### config.mk
export PLATFORM = sky130hd
export DESIGN_NAME = instr_mem_loader
export DESIGN_NICKNAME = d
export VERILOG_FILES = /design/src/rtl/instr_mem_loader.sv
export SDC_FILE = /design/constraint.sdc
export NUM_CORES = 1
export LEC_CHECK = 0
export CORE_MARGIN = 2
export CORE_UTILIZATION = 24
export CTS_CLUSTER_SIZE = 28
export DETAILED_ROUTE_END_ITERATION = 8
export DONT_BUFFER_PORTS = 1
export HOLD_SLACK_MARGIN = 0.1
export MAX_ROUTING_LAYER = met4
export SYNTH_ARGS = -nofsm -noshare
export SYNTH_HDL_FRONTEND = slang
export SYNTH_SLANG_ARGS = --single-unit
### constraint.sdc
create_clock -name Clk -period 3 [get_ports Clk]
set_clock_uncertainty 0.2 [all_clocks]
set_input_delay 0.9 -clock Clk [delete_from_list [all_inputs] [get_ports Clk]]
set_output_delay 0.9 -clock Clk [all_outputs]
set_load 0.005 [all_outputs]
### src/rtl/instr_mem_loader.sv
// rtl/instr_mem_loader.sv - length-prefixed byte stream to big-endian 32-bit instruction memory writes
// Optional trailing XOR checksum byte: define INSTR_LOADER_CHECKSUM_EN.
module instr_mem_loader #(
  parameter int          DEPTH     = 512,
  parameter logic [31:0] BASE_ADDR = 32'h0000_0000,
  parameter int          CNT_W     = 16
) (
  input  logic             Clk,
  input  logic             Rst,
  input  logic             Start,
  input  logic [7:0]       ByteIn,
  input  logic             ByteValid,
  output logic             ByteReady,
  output logic             MemWrite,
  output logic [31:0]      MemAddress,
  output logic [31:0]      MemWriteData,
  output logic             Busy,
  output logic             Done,
  output logic             Error,
  output logic [CNT_W-1:0] WordsWritten
);

  typedef enum logic [2:0] {
    S_IDLE, S_LEN_HI, S_LEN_LO, S_DATA, S_WRITE, S_CHECK, S_DONE, S_ERROR
  } state_t;

  state_t           state_q, state_d;
  logic [CNT_W-1:0] len_q, len_d;
  logic [23:0]      shift_q, shift_d;
  logic [1:0]       idx_q, idx_d;
  logic [CNT_W-1:0] words_q, words_d;
  logic [31:0]      addr_q, addr_d;
  logic [31:0]      wdata_q, wdata_d;
`ifdef INSTR_LOADER_CHECKSUM_EN
  logic [7:0]       csum_q, csum_d;
`endif

  logic             accept;
  logic [CNT_W-1:0] full_len;
  logic [CNT_W-1:0] words_inc;
  logic [31:0]      len_ext;

  assign accept    = ByteValid && ByteReady;
  assign full_len  = {len_q[CNT_W-1:8], ByteIn};
  assign words_inc = words_q + CNT_W'(1);
  assign len_ext   = 32'(full_len);

  always_ff @(posedge Clk) begin
    if (Rst) begin
      state_q <= S_IDLE;
      len_q   <= '0;
      shift_q <= '0;
      idx_q   <= '0;
      words_q <= '0;
      addr_q  <= BASE_ADDR;
      wdata_q <= '0;
`ifdef INSTR_LOADER_CHECKSUM_EN
      csum_q  <= '0;
`endif
    end else begin
      state_q <= state_d;
      len_q   <= len_d;
      shift_q <= shift_d;
      idx_q   <= idx_d;
      words_q <= words_d;
      addr_q  <= addr_d;
      wdata_q <= wdata_d;
`ifdef INSTR_LOADER_CHECKSUM_EN
      csum_q  <= csum_d;
`endif
    end
  end

  always_comb begin
    state_d = state_q;
    len_d   = len_q;
    shift_d = shift_q;
    idx_d   = idx_q;
    words_d = words_q;
    addr_d  = addr_q;
    wdata_d = wdata_q;
`ifdef INSTR_LOADER_CHECKSUM_EN
    csum_d  = csum_q;
`endif
    case (state_q)
      S_IDLE, S_DONE, S_ERROR: begin
        if (Start) begin
          state_d = S_LEN_HI;
          words_d = '0;
          idx_d   = '0;
`ifdef INSTR_LOADER_CHECKSUM_EN
          csum_d  = '0;
`endif
        end
      end
      S_LEN_HI: begin
        if (accept) begin
          len_d       = '0;
          len_d[15:8] = ByteIn;
          state_d     = S_LEN_LO;
        end
      end
      S_LEN_LO: begin
        if (accept) begin
          len_d = full_len;
          if (full_len == '0) begin
`ifdef INSTR_LOADER_CHECKSUM_EN
            state_d = S_CHECK;
`else
            state_d = S_DONE;
`endif
          end else if (len_ext > 32'(DEPTH)) begin
            state_d = S_ERROR;
          end else begin
            state_d = S_DATA;
          end
        end
      end
      S_DATA: begin
        if (accept) begin
          idx_d   = idx_q + 2'd1;
          shift_d = {shift_q[15:0], ByteIn};
`ifdef INSTR_LOADER_CHECKSUM_EN
          csum_d  = csum_q ^ ByteIn;
`endif
          // Address and data are latched here so they are stable for the whole WRITE cycle.
          if (idx_q == 2'd3) begin
            state_d = S_WRITE;
            wdata_d = {shift_q, ByteIn};
            addr_d  = BASE_ADDR + (32'(words_q) << 2);
          end
        end
      end
      S_WRITE: begin
        words_d = words_inc;
        if (words_inc == len_q) begin
`ifdef INSTR_LOADER_CHECKSUM_EN
          state_d = S_CHECK;
`else
          state_d = S_DONE;
`endif
        end else begin
          state_d = S_DATA;
        end
      end
      S_CHECK: begin
`ifdef INSTR_LOADER_CHECKSUM_EN
        if (accept) begin
          state_d = (ByteIn == csum_q) ? S_DONE : S_ERROR;
        end
`endif
      end
      default: state_d = S_IDLE;
    endcase
  end

  assign ByteReady    = (state_q == S_LEN_HI) || (state_q == S_LEN_LO) ||
                        (state_q == S_DATA)   || (state_q == S_CHECK);
  assign MemWrite     = (state_q == S_WRITE);
  assign MemAddress   = addr_q;
  assign MemWriteData = wdata_q;
  assign Busy         = (state_q != S_IDLE) && (state_q != S_DONE) && (state_q != S_ERROR);
  assign Done         = (state_q == S_DONE);
  assign Error        = (state_q == S_ERROR);
  assign WordsWritten = words_q;

endmodule

Yosys cells after proc, flatten, opt, wreduce, memory -nomap -nowiden --
Cells that the tools add are included.
Word-level totals: flip-flop bits (word level) 109, input bits 12, output and inout bits 85, word-level logic and storage cells 66
Operators by class: add/sub/neg operators 2, order comparisons 1, eq/ne operators 16, multiplexer cells 17, bitwise operators 1, reduce and logical (&&, ||, !) cells 21
Operators with widths (number):
- $pmux 16 s2 | 2
- $mux 16 | 2
- $mux 3 | 8
- $add 16x1->16 const B | 1
- $eq 16x16->1 | 1
- $gt 16x10->1 const B | 1
- $logic_not 16->1 | 1
- $pmux 3 s5 | 1
- $eq 3x3->1 const B | 4
- $reduce_and 3->1 | 4
- $ne 2x2->1 const B | 5
- $mux 8 | 1
- $eq 3x2->1 const B | 2
- $ne 3x3->1 const B | 2
- $reduce_and 6->1 | 1
- $reduce_bool 2->1 | 3
- $reduce_bool 5->1 | 1
- $mux 2 | 2
- $pmux 2 s2 | 1
- $reduce_and 2->1 | 2
- $eq 3x1->1 const B | 1
- $logic_and 1x1->1 | 3
- $logic_not 3->1 | 1
- $logic_or 1x1->1 | 3
- other kinds (5) | 5

Logic depth before layout (Yosys ltp) --
Gate-level depths: netlist of run 1.
depth in word-level cells 7, depth in mapped cells 8

Worst setup path after synthesis of run 1 --
No wires, ideal clock.
kind input port to flip-flop, from input port ByteValid, to register addr_q[10] (netlist: MemAddress[10]), setup time 0.070 ns, data arrival time 2.169 ns, required time 2.730 ns, setup slack 0.560 ns, cell stages on the path 8, buffers on the path 3, path through buf_2 -> nand2_1 -> nor2_1 -> and2_1 -> buf_2 -> buf_2 -> nand2_1 -> a21oi_1
On the way: cells in the longest elaborated chain, start to end 2
Ends and longest elaborated chain:
- start: declaration | line 12 | input logic ByteValid,
- $logic_and 1x1->1 | line 43 | assign accept = ByteValid && ByteReady;
- $reduce_and 3->1 (no source line)
- end signal: assignment | line 66 | addr_q <= addr_d;
- end: declaration | line 32 | logic [31:0] addr_q, addr_d;
No other way between the ends. A chain may end at the register's enable or synchronous reset.

Worst setup path after layout of run 1 --
from register state_q[2], to output port MemWrite
On the way: cells in the longest elaborated chain, start to end 1
Ends and longest elaborated chain:
- start: declaration | line 27 | state_t state_q, state_d;
- start signal: assignment | line 61 | state_q <= state_d;
- $eq 3x3->1 | line 159 | assign MemWrite = (state_q == S_WRITE);
- end: declaration | line 14 | output logic MemWrite,
No other way between the ends.

==> results of run 1 <==
==> cells in the mapped netlist, types with 2 or more instances <==
master and number:
a21oi_1 107, nand2_1 180, nand4b_1 3, nand3_4 2, ha_1 2, and2_1 3
nor3b_1 3, nor4_1 4, buf_2 9, and3_1 4, o21a_1 2, a211oi_1 3
a22oi_1 9, nand3_1 10, clkbuf_1 36, nor4_4 2, nor2b_1 4, a31oi_1 7
nor2_1 33, xor2_1 7, or3_1 4, xnor2_1 14, nand2b_1 5, nor3_1 11
and4_1 2, nand4_1 3, o21ai_0 19, buf_4 18, nand3b_1 2, inv_1 4
nand4_4 2, o22ai_1 3, dfxtp_1 109
==> worst max-delay path, stage by stage, from the launching register on <==
cell	delay [ns]
dfxtp_1	0.61
or3b_1	0.45
inv_2	0.23
==> flip-flops by register name, summed over array words and instances (netlist names) <==
signal / cells
shift_q: 24
state_q: 3
idx_q: 2
MemAddress: 16
MemWriteData: 32
len_q: 16
WordsWritten: 16
==> cells by family (layout without fill, tap and decap cells) <==
logic type	count (synthesis)	count (layout)	share of synthesized area
AND/OR/NAND/NOR	280	280	0.263
flip-flops	109	109	0.441
multiplexers	2	2	0.00430
XOR/XNOR	21	21	0.0372
buffers and inverters	69	33	0.0682
other	1	16	0.000757
AO/OA/AOI/OAI	160	160	0.180
adder cells (fa/ha/maj)	2	2	0.00505
==> routing by layer <==
layer,global-route usage,vias to the layer above,wire length (microns)
met3,0.0373,25,889
met4,0.0524,0,377
met1,0.170,1964,6500
met2,0.190,101,5840
li1,-,2096,-
met5,-,-,0
==> layout by cell type, fill, tap and decap left out, types with 4 or more instances in the layout <==
| cell type | count |
|---|---|
| nand2_1 | 179 |
| buf_4 | 11 |
| and3_1 | 4 |
| a31oi_1 | 7 |
| nor3_1 | 11 |
| or3_1 | 4 |
| xnor2_1 | 14 |
| conb_1 | 16 |
| a22oi_1 | 9 |
| nand3_1 | 10 |
| nor2b_1 | 4 |
| nand2b_1 | 5 |
| a21oi_1 | 107 |
| xor2_1 | 7 |
| nor4_1 | 4 |
| dfxtp_1 | 109 |
| clkbuf_16 | 9 |
| inv_1 | 4 |
| o21ai_0 | 19 |
| nor2_1 | 32 |
==> through the flow <==
step	cell area (sq um)	util	std cells	setup WS (ns)	power (W)
after floorplan	5010	-	659	0.560	0.00165
after CTS	5440	0.269	893	0.248	0.00287
after detailed placement	5130	0.254	877	0.575	0.00165
after global placement	5130	0.254	877	0.630	0.00165
after global routing	5440	0.269	893	0.140	0.00294
final	5440	0.269	893	0.247	0.00283
==> path summary, 6_finish.rpt <==
kind	depth (start not counted)	endpoint	from
worst max-delay path	2	MemWrite	state_q[2]
worst min-delay path	2	shift_q[18]	shift_q[18]
worst max register to register	6	state_q[0]	WordsWritten[4]
worst min register to register	2	shift_q[18]	shift_q[18]
==> final cells by class <==
type	instances	area share
Sequential cell	109	0.401
Multi-Input combinational cell	481	0.459
Inverter	5	0.00345
Clock buffer	9	0.0414
Clock inverter	7	0.0140
Tap cell	270	0.0621
Timing Repair Buffer	12	0.0189
==> where the power goes <==
part / switching [W] / total (W) / internal [W]
clock: 0.000620 / 0.00121 / 0.000592
combinational: 0.0000810 / 0.000131 / 0.0000498
sequential: 0.0000255 / 0.00148 / 0.00146
==> results.py, run 1 <==
metrics = {
    "outcome": {
        "status": "complete, no violations",
    },
    "clock_tree": {
        "post_cts_resized": 0,
        "cts-buffers-inserted": 9,
        "cts.path.max_buffers": 2,
        "worstSkewPairLatency_ns": 0.37,
        "cts_root_buf": "clkbuf_16",
        "post-cts-setup-buffers": 0,
        "cts_tree": "built",
        "htree_levels": 3,
        "cts_hold_buf": 0,
        "clk_pin_slew_worst_paths_ns": 0.08,
        "clock-sinks": 109,
    },
    "global_route": {
        "grt-ovfl-total": 0,
        "grt_pass1_vias": 3984,
        "grt_max_degree": 110,
        "antenna_found_initial": 0,
        "grtUsageTotal": 0.131,
        "grt_pass1_wl_mm": 21.9,
    },
    "logic_synthesis": {
        "yosysTopAreaCell": "dfxtp_1",
        "synth_edf_count": 0,
        "netlist_top_cells_area": "dfxtp_1, nand2_1, a21oi_1, buf_4, clkbuf_1",
        "ys_types": 51,
        "ys_ff_latch": 109,
        "async_flop_share": 0,
        "syn_inst": 644,
        "ys.flop_type": "dfxtp_1",
        "ys_seq_area_frac": 0.441,
        "yosys_warnings": 0,
        "yosysTopAreaCellShare": 0.441,
        "syn_area_sq_um": 4950,
        "synth_area_per_cell_sq_um": 7.69,
    },
    "placed_design": {
        "hpwl_mm": 9.30,
        "portBuffers": 0,
        "gp_congestion": 0.855,
    },
    "final_layout": {
        "drive_gt1_frac": 0.0674,
        "fin_nets": 632,
        "multiInputGateArea_sq_um": 2490,
        "diodes": 0,
        "seqCellArea_sq_um": 2180,
        "fillerInstances": 2194,
        "areaGrowthSynthToFinish_pct": 9.81,
    },
    "route": {
        "antenna_left": 0,
        "drt-initial-drc-count": 305,
        "vias_per_cell": 4.69,
        "vias": 4186,
        "first_pass_iters": 4,
        "wire_per_inst_microns": 15.2,
        "wirelength_mm": 13.6,
        "drc_errors": 0,
    },
    "floorplanning": {
        "initial_core_util": 0.245,
        "coreArea_sq_um": 20200,
        "chipWidth_microns": 148,
        "die_h_microns": 148,
        "die-area_sq_um": 21800,
        "ios": 97,
        "rows": 52,
    },
    "sta": {
        "slew_viol_final": 0,
        "max-slew-margin-rel": 0.610,
        "max_slew.worst_pin.slew_ns": 0.585,
        "fmaxAchievable_ghz": 0.363,
        "min_period_ns": 2.75,
        "fin_crit_sh": 0.918,
        "rsz0062_at_grt": "false",
        "setup_viol": 0,
        "fin_tns_setup_ns": 0,
        "holdWs_ns": 0.257,
        "final-hold-violation-count": 0,
    },
    "critical_path": {
        "end_kind": "primary output",
        "reg2reg_slack_ns": 0.57,
        "cp_max_fo": 16,
        "start_kind": "flip-flop",
        "crit_type": "flip-flop to primary output",
        "cp.arrival_ns": 1.65,
        "crit_required_ns": 1.90,
    },
    "min_path": {
        "hp-class": "flip-flop to flip-flop",
    },
    "power_and_ir_drop": {
        "p_per_area_nw_per_um2": 520,
        "power.leakage_nw": 1.79,
        "ir_drop_v": 0.000286,
    },
    "job": {
        "maxCapViolations": 0,
    },
}
No activity file was read; power rests on OpenSTA's default activity.
==> inputs of run 2 (changes only) <==
--- a/config.mk
+++ b/config.mk
@@ -5,11 +5,11 @@
 export SDC_FILE = /design/constraint.sdc
 export NUM_CORES = 1
 export LEC_CHECK = 0
+export ABC_AREA = 1
 export CORE_MARGIN = 2
 export CORE_UTILIZATION = 24
 export CTS_CLUSTER_SIZE = 28
 export DETAILED_ROUTE_END_ITERATION = 8
-export DONT_BUFFER_PORTS = 1
 export HOLD_SLACK_MARGIN = 0.1
 export MAX_ROUTING_LAYER = met4
 export SYNTH_ARGS = -nofsm -noshare
==> run 2 against run 1 <==
Combinational power grew to 4.3 times the previous value. Worst hold slack better by 0.0076 ns. Cell count is 17% higher. Routed wire length is 3.7% higher. Die area is 0.40% lower. Final area is 16% higher. Setup slack worse by 0.12 ns. Non-clock buffer count is 85 higher. Synthesized cell count is 7.0% higher. Via count is 9.9% higher. Global-route usage is 0.48 points higher. Core utilization is 4.4 points higher.
==> results.py, run 2 <==
metrics = {
    "route": {
        "wirelength_mm": 14.1,
        "antenna_left": 0,
        "vias_per_cell": 4.42,
        "first_pass_iters": 4,
        "drc_errors": 0,
        "wire_per_inst_microns": 13.6,
        "drt-initial-drc-count": 386,
        "vias": 4599,
    },
    "power_and_ir_drop": {
        "seqPwrFrac": 0.464,
        "p_clk_frac": 0.368,
        "power.leakage_nw": 2.28,
        "power_frac_comb": 0.168,
        "p_sw_w": 0.00104,
        "p_total_w": 0.00333,
        "swShare": 0.313,
        "p_per_area_nw_per_um2": 528,
        "intPower_w": 0.00229,
        "ir_drop_v": 0.000290,
    },
    "floorplanning": {
        "chipWidth_microns": 147,
        "die_h_microns": 147,
        "rows": 52,
        "initial_core_util": 0.244,
        "coreArea_sq_um": 20200,
        "die-area_sq_um": 21700,
        "ios": 97,
    },
    "logic_synthesis": {
        "syn_inst": 689,
        "ys_ff_latch": 109,
        "synth_area_per_cell_sq_um": 7.16,
        "ys.flop_type": "dfxtp_1",
        "async_flop_share": 0,
        "netlist_top_cells_area": "dfxtp_1, nand2_1, a21oi_1, nor2_1, o21ai_0",
        "synth_edf_count": 0,
        "yosys_warnings": 0,
        "yosysTopAreaCell": "dfxtp_1",
        "ys_seq_area_frac": 0.443,
        "ys_types": 35,
        "syn_area_sq_um": 4930,
        "synthTopCellsByCount": "nand2_1, dfxtp_1, nor2_1, a21oi_1, o21ai_0",
        "synth_most_common_cell": "nand2_1",
        "yosysTopAreaCellShare": 0.443,
    },
    "global_route": {
        "grtUsageTotal": 0.135,
        "met2_usage": 0.223,
        "antenna_found_initial": 0,
        "grt_pass1_vias": 4421,
        "grt_max_degree": 58,
        "grt_busiest_layer": "met2",
        "grt_pass1_wl_mm": 22.9,
        "grt_use_met3": 0.0211,
        "grt_util_met1": 0.172,
        "grt-ovfl-total": 0,
    },
    "critical_path": {
        "critPathMaxStageDelay_ns": 0.49,
        "cp.arrival_ns": 1.77,
        "crit_required_ns": 1.90,
        "slowest_stage": "clkdlybuf4s50_1",
        "cp_common_cell": "inv_2",
        "start_kind": "flip-flop",
        "end_kind": "primary output",
        "cpLargestDelayFamily": "buffers and inverters",
        "cp_max_fo": 4,
        "path_buf_inv": 4,
        "crit_type": "flip-flop to primary output",
        "crit_chain": "inv_2, nor2_2, inv_2, o21ai_2, a21oi_1, inv_1, clkdlybuf4s50_1",
    },
    "final_layout": {
        "largest_reg_flops": 32,
        "areaGrowthSynthToFinish_pct": 28.1,
        "diodes": 0,
        "layout_commonest_cell": "nand2_1",
        "fin_nets": 780,
        "drive_gt1_frac": 0.0895,
        "final_cell_mix": "nand2_1, dfxtp_1, nor2_1",
    },
    "clock_tree": {
        "cts_hold_buf": 0,
        "clock-sinks": 109,
        "cts-buffers-inserted": 9,
        "htree_levels": 3,
        "cts_tree": "built",
        "cts_root_buf": "clkbuf_16",
        "cts.path.max_buffers": 2,
        "worstSkewPairLatency_ns": 0.36,
        "clk_pin_slew_worst_paths_ns": 0.08,
    },
    "placed_design": {
        "gp_congestion": 0.797,
        "portBuffers": 80,
        "hpwl_mm": 10.0,
    },
    "outcome": {
        "status": "complete, no violations",
    },
    "sta": {
        "min_period_ns": 2.87,
        "final-hold-violation-count": 0,
        "holdWs_ns": 0.265,
        "setup_viol": 0,
        "slew_viol_final": 0,
        "fin_crit_sh": 0.957,
        "fmaxAchievable_ghz": 0.348,
        "rsz0062_at_grt": "false",
        "max-slew-margin-rel": 0.562,
        "fin_tns_setup_ns": 0,
        "max_slew.worst_pin.slew_ns": 0.657,
    },
    "min_path": {
        "hp-class": "flip-flop to flip-flop",
    },
    "job": {
        "maxCapViolations": 0,
    },
}
## run 2: changes by cell type after synthesis, moves of 7 or more
| cell | previous run | this run |
|---|---|---|
| nor2_1 | 33 | 86 |
| nand2_2 | 0 | 8 |
| nand4_1 | 3 | 11 |
| a22oi_1 | 9 | 0 |
| xnor2_1 | 14 | 1 |
| o21ai_0 | 19 | 54 |
| clkbuf_1 | 36 | 17 |
| nand2_1 | 180 | 162 |
| nand3_1 | 10 | 48 |
| nor3_1 | 11 | 4 |
| a21oi_1 | 107 | 77 |
| inv_1 | 4 | 38 |
## run 2: logic make-up (layout without fill, tap and decap cells)
| logic type | after synthesis | after routing | synth area share |
|---|---|---|---|
| xor+xnor | 4 | 4 | 0.00990 |
| buf+inv | 92 | 159 | 0.0875 |
| fa+ha+maj | 2 | 2 | 0.00507 |
| compound gates | 141 | 141 | 0.147 |
| simple gates | 340 | 340 | 0.307 |
| other cells | 1 | 16 | 0.000760 |
| flops | 109 | 109 | 0.443 |
## run 2: worst min-delay path, delay by kind of cell (launching register included)
family	cells	cell delay, ns
simple gates	1	0.06
compound gates	1	0.05
flops	1	0.31
## run 2: final timing paths
check | start | to | slack, ns | cells past startpoint
hold reg to reg | shift_q[23] | shift_q[23] | 0.27 | 2
hold / removal | shift_q[23] | shift_q[23] | 0.27 | 2
setup reg to reg | WordsWritten[1] | state_q[2] | 0.51 | 15
setup / recovery | state_q[1] | Busy | 0.13 | 7
## run 2: final cells by class
cell class	instances	area, sq um
multi-input combinational	503	2380
sequential	109	2180
inverter	46	174
tap	270	338
clock buffer	9	225
timing repair buffer	97	923
clock inverter	7	88.8
fill	2202	13900
## run 2: what timing repair did
action | CTS | global route
hold endpoints to repair | 0 | 0
resized for setup | 0 | 3
endpoints found under the setup margin | 0 | 2
buffers inserted | 0 | 0
## run 2: power groups by stage
stage	combinational [W]	clock (W)	sequential (W)
4_1_cts	0.000558	0.00125	0.00154
6_report	0.000560	0.00123	0.00155
2_1_floorplan	0.000387	0	0.00156
3_5_place_dp	0.000553	0	0.00158
5_1_grt	0.000630	0.00132	0.00155
3_3_place_gp	0.000555	0	0.00158
## run 2: routing by layer
layer	share of wire	wire length [microns]
met1	0.47	6640
met2	0.48	6720
met3	0.040	558
met4	0.013	188
met5	0	0
## run 2: metrics by stage
step           utilization  instances  area, sq um  setup slack [ns]
3_5_place_dp         0.297       1025         6000             0.197
4_1_cts              0.313       1041         6310           0.00926
2_1_floorplan            -        704         4990             0.820
5_1_grt              0.313       1041         6320           0.00658
3_3_place_gp         0.297       1025         6000             0.203
6_report             0.313       1041         6320             0.128
==> inputs of run 3 (changes only) <==
--- a/config.mk
+++ b/config.mk
@@ -12,6 +12,7 @@
 export DETAILED_ROUTE_END_ITERATION = 8
 export HOLD_SLACK_MARGIN = 0.1
 export MAX_ROUTING_LAYER = met4
+export SLEW_MARGIN = 20
 export SYNTH_ARGS = -nofsm -noshare
 export SYNTH_HDL_FRONTEND = slang
 export SYNTH_SLANG_ARGS = --single-unit
==> results of run 3 <==
The final DEF is identical to that of run 2; final timing and power are the same.
